<file path="src/rtl/serial_arith_pkg.sv">
// Shared types for the bit-serial adder/subtractor.
// Holds FSM state encoding and operation mode codes.
package serial_arith_pkg;

  typedef enum logic [1:0] {
    ST_IDLE  = 2'd0,
    ST_SHIFT = 2'd1,
    ST_DONE  = 2'd2
  } state_t;

  localparam logic MODE_ADD = 1'b0;
  localparam logic MODE_SUB = 1'b1;

endpackage

</file>
<file path="src/rtl/serial_bit_cell.sv">
// One-bit full adder / full subtractor cell (combinational).
// Ports: x, y operand bits; cin carry/borrow in; mode 0=add 1=sub; s sum/diff; cout carry/borrow out.
module serial_bit_cell
  import serial_arith_pkg::*;
(
  input  logic x,
  input  logic y,
  input  logic cin,
  input  logic mode,
  output logic s,
  output logic cout
);

  logic w_p;

  assign w_p = x ^ y;
  assign s   = w_p ^ cin;

  always_comb begin
    cout = 1'b0;
    if (mode == MODE_SUB)
      cout = (~x & y) | (cin & ~w_p);
    else
      cout = (x & y) | (cin & w_p);
  end

endmodule

</file>
<file path="src/rtl/serial_add_sub.sv">
// Bit-serial add/sub: loads W-bit operands on start, processes LSB-first, one bit per clock.
// Ports: clk, rst (sync, high); start/mode/a/b in; ready/busy/done status; result/carry_out/overflow held.
module serial_add_sub
  import serial_arith_pkg::*;
#(
  parameter int W     = 8,
  parameter int CNT_W = 4
) (
  input  logic         clk,
  input  logic         rst,
  input  logic         start,
  input  logic         mode,
  input  logic [W-1:0] a,
  input  logic [W-1:0] b,
  output logic         ready,
  output logic         busy,
  output logic         done,
  output logic [W-1:0] result,
  output logic         carry_out,
  output logic         overflow
);

  state_t             r_state;
  state_t             w_next;
  logic [W-1:0]       r_a_sh;
  logic [W-1:0]       r_b_sh;
  logic [W-1:0]       r_sh;
  logic [CNT_W-1:0]   r_cnt;
  logic               r_mode;
  logic               r_cy;
  logic               r_cy_msb;
  logic [W-1:0]       r_result;
  logic               r_carry;
  logic               r_ovf;
  logic               w_s;
  logic               w_cout;
  logic               w_last;

  serial_bit_cell u_cell (
    .x    (r_a_sh[0]),
    .y    (r_b_sh[0]),
    .cin  (r_cy),
    .mode (r_mode),
    .s    (w_s),
    .cout (w_cout)
  );

  assign w_last = (r_cnt == CNT_W'(W - 1));

  always_ff @(posedge clk) begin
    if (rst) r_state <= ST_IDLE;
    else     r_state <= w_next;
  end

  always_comb begin
    w_next = r_state;
    ready  = 1'b0;
    busy   = 1'b0;
    done   = 1'b0;
    unique case (r_state)
      ST_IDLE: begin
        ready = 1'b1;
        if (start) w_next = ST_SHIFT;
      end
      ST_SHIFT: begin
        busy = 1'b1;
        if (w_last) w_next = ST_DONE;
      end
      ST_DONE: begin
        done   = 1'b1;
        w_next = ST_IDLE;
      end
      default: w_next = ST_IDLE;
    endcase
  end

  always_ff @(posedge clk) begin
    if (rst) begin
      r_a_sh   <= '0;
      r_b_sh   <= '0;
      r_sh     <= '0;
      r_cnt    <= '0;
      r_mode   <= MODE_ADD;
      r_cy     <= 1'b0;
      r_cy_msb <= 1'b0;
      r_result <= '0;
      r_carry  <= 1'b0;
      r_ovf    <= 1'b0;
    end else begin
      unique case (r_state)
        ST_IDLE: begin
          if (start) begin
            r_a_sh <= a;
            r_b_sh <= b;
            r_mode <= mode;
            r_cy   <= 1'b0;
            r_cnt  <= '0;
            r_sh   <= '0;
          end
        end
        ST_SHIFT: begin
          r_sh   <= {w_s, r_sh[W-1:1]};
          r_a_sh <= r_a_sh >> 1;
          r_b_sh <= r_b_sh >> 1;
          r_cnt  <= r_cnt + 1'b1;
          r_cy   <= w_cout;
          // r_cy here is the carry/borrow entering the MSB
          if (w_last) r_cy_msb <= r_cy;
        end
        ST_DONE: begin
          r_result <= r_sh;
          r_carry  <= r_cy;
          r_ovf    <= r_cy_msb ^ r_cy;
        end
        default: ;
      endcase
    end
  end

  assign result    = r_result;
  assign carry_out = r_carry;
  assign overflow  = r_ovf;

endmodule

</file>
<file path="config.mk">
export PLATFORM = sky130hd
export DESIGN_NAME = serial_add_sub
export DESIGN_NICKNAME = d
export VERILOG_FILES = /design/src/rtl/serial_arith_pkg.sv /design/src/rtl/serial_bit_cell.sv /design/src/rtl/serial_add_sub.sv
export SDC_FILE = /design/constraint.sdc
export NUM_CORES = 1
export LEC_CHECK = 0
export ABC_AREA = 1
export BUFFER_PORTS_ARGS = -buffer_cell sky130_fd_sc_hd__buf_2
export CAP_MARGIN = 20
export CORE_UTILIZATION = 30
export DETAILED_ROUTE_END_ITERATION = 16
export HOLD_SLACK_MARGIN = 0.06
export SLEW_MARGIN = 25
export SYNTH_ARGS = -nofsm -noshare
export SYNTH_HDL_FRONTEND = slang
export SYNTH_HIERARCHICAL = 1
export SYNTH_SLANG_ARGS = --single-unit
export TNS_END_PERCENT = 20
</file>
<file path="constraint.sdc">
create_clock -name clk -period 1.1 [get_ports clk]
set_input_delay 0.055 -clock clk [delete_from_list [all_inputs] [get_ports clk]]
set_output_delay 0.055 -clock clk [all_outputs]
set_load 0.005 [all_outputs]
</file>
==> results.toml <==
[timing]
fin_skew_ps = 4.58
setup_viol_count_final = 4
finalHoldViolCount = 0
worst_slack_ps = -72.4
max-slew-margin-rel = 0.834
fin_crit_sh = 1.07
setup_repair_after_global_routing_missed_its_margin = "true"
tightestPinTransition_ps = 248
period_needed_ps = 1170
hold_ws_ps = 81.9
slew_viol_final = 0
clock.fmax_mhz = 853

[floorplan]
pin_count = 33
die_w_um = 82.1
coreArea_mm2 = 0.00606
rows = 28
dieHeight_um = 82.1
starting_density_of_the_core = 0.318
floorplan.die_area_mm2 = 0.00674

[drt]
route.detailed.wl_per_inst_um = 10.7
drc = 0
drt-vias-per-instance = 4.44
drt_pre_antenna_iters = 4
drt-total-wl_um = 4310
first_iter_violations = 105
detailroute.via_count = 1780
antenna_left = 0

[synth]
synthesis.area_per_instance_um2 = 7.08
synth.largest_area_cell = "dfxtp_1"
synth_cell_type_count = 21
edff_count_synth = 0
share_of_the_synthesized_area_in_the_top_cell_type = 0.447
yosys.cell_count.top_type = "nand2_1"
mappedNetlistNets = 295
yosys_warn_count = 6
synth.yosys.seq_area_share = 0.447
async_reset_ff_frac = 0
post_synth_main_area_contributors = "dfxtp_1 (45%), nand2_1 (13%), inv_1 (7.8%)"
synthesis.area_mm2 = 0.00193
number_of_instances_in_the_synthesized_netlist = 272
postSynth.topFlopCell = "dfxtp_1"
synth.ff_latch_count = 43
netlist_top_cells_count = "nand2_1 (66), dfxtp_1 (43), inv_1 (40)"

[outcome]
result_of_the_run = "finished, violations left"
failed_checks = "setup timing"

[critical_path]
crit_family = "adder cells"
crit_path_max_fanout = 3
path_cells = "inv_2, fa_2, nand2_1, a21oi_2"
critical_path.endpoint_type = "flip-flop"
cp_slowest_stage_delay_ps = 550
worstSetupPathType = "reg2reg"
worst-endpoint-required_ps = 1330
timing.critical_path.buf_inv = 1
crit_path_start_kind = "flip-flop"
critical_path.slowest_cell = "fa_2"
cp_data_arrival_time_ps = 1400

[layout]
areaGrowthSynthToFinish_pct = 31.8
layout.cells.non_filler = 401
antenna-diode-count = 0
finish.net_count = 350
layout-drive-gt1-share = 0.261

[cts]
tritoncts = "built"
worstSkewPairLatency_ps = 290
number_of_clock_buffers_inserted_by_tritoncts = 5
max-clock-path-buffers = 2
clkTransAtPathRegs_ps = 80
h_tree_depth = 2
cts.sinks = 43
cts-root-buf = "clkbuf_8"

[grt]
grt-ovfl-total = 0
grt_max_degree = 29
grt_first_pass_wirelength_um = 7020
antenna_found_initial = 0
first_global_vias = 1579
grt.total_usage = 0.139

[power_and_ir_drop]
power-per-cell-area_mw_per_mm2 = 1220
static_leak_nw = 1.21
peakVddDrop_mv = 0.440

[place]
port_buffers = 32
gpl.final_weighted_congestion = 0.706
dp_hpwl_um = 2760
placedCellCount = 382

[worst_hold_path]
hp-class = "in2reg"

[run]
maxCapViolations = 0
## cell usage in the layout, fill, tap and decap left out, types with 3 or more instances in the layout
master and n:
nand3b_1 14, buf_2 29, o21ai_1 8, clkbuf_8 5, dlygate4sd3_1 3, dfxtp_1 39
nor2_1 34, nor2_4 3, nand2_1 65, buf_6 10, nand3_1 19, buf_4 16
buf_12 3, a21oi_1 17, inv_1 35, inv_2 5
## logic make-up after synthesis
group                    after synthesis  share of synthesized area
AND/OR/NAND/NOR                      139                      0.315
buffers and inverters                 55                      0.120
flip-flops                            43                      0.447
AO/OA/AOI/OAI                         31                     0.0864
adder cells (fa/ha/maj)                3                     0.0273
XOR/XNOR                               1                    0.00455
## stage by stage
| step | power [mW] | utilization | area [µm²] | setup TNS, ps | worst slack, ps |
|---|---|---|---|---|---|
| 5_1_grt | 3.26 | 0.419 | 2540 | -1490 | -112 |
| 3_5_place_dp | 2.13 | 0.374 | 2270 | -215 | -108 |
| 4_1_cts | 3.08 | 0.407 | 2470 | -216 | -76.1 |
| 6_report | 3.09 | 0.419 | 2540 | -188 | -72.4 |
| 2_1_floorplan | 1.97 | - | 1930 | -55.0 | -31.7 |
| 3_3_place_gp | 2.12 | 0.374 | 2270 | -93.2 | -57.3 |
## layout make-up
type,instances,area (µm²)
Sequential cell,43,871
Timing Repair Buffer,61,468
Fill cell,630,3520
Clock buffer,6,72.6
Multi-Input combinational cell,174,873
Tap cell,75,93.8
Inverter,42,160
## registers in the layout (all words and copies together), names as in the netlist
| signal | flops |
|---|---|
| r_state | 2 |
| r_b_sh | 8 |
| r_a_sh | 8 |
| r_cnt | 4 |
| carry_out | 1 |
| result | 8 |
| r_sh | 8 |
| r_mode | 1 |
| r_cy_msb | 1 |
| overflow | 1 |
| r_cy | 1 |
## worst register-to-register path, stage by stage, from the launching register on
cell     delay [ps]
dfxtp_2         350
inv_2            40
fa_2            550
nand2_1          60
a21oi_2         120
## layer usage
metal	GRT usage	up-vias	wire (µm)
met5	0	-	0
met4	0.0579	0	75
met3	0.0330	7	157
met2	0.230	20	2020
met1	0.172	811	2050
li1	-	942	-
## report_power, final
part / leakage (nW) / total, mW / switching (mW) / internal, mW
clock: 0.0371 / 0.933 / 0.509 / 0.424
combinational: 0.824 / 0.503 / 0.262 / 0.241
sequential: 0.353 / 1.66 / 0.0349 / 1.62
## final timing paths
check	from	to	slack, ps	depth (start not counted)
hold reg to reg	r_sh[0]	r_sh[0]	470	2
setup / recovery	r_cy	r_sh[7]	-70	4
hold / removal	b[6]	r_b_sh[6]	80	4
setup reg to reg	r_cy	r_sh[7]	-70	4
## what timing repair did
item | in CTS | in global routing
hold buffers | 3 | 0
endpoints found under the setup margin | 22 | 44
hold endpoints to repair | 3 | 0
cloned | 0 | 0
pin swaps | 8 | 3
resized for setup | 21 | 18
setup buffers | 5 | 5
No activity file was read; power rests on OpenSTA's default activity.
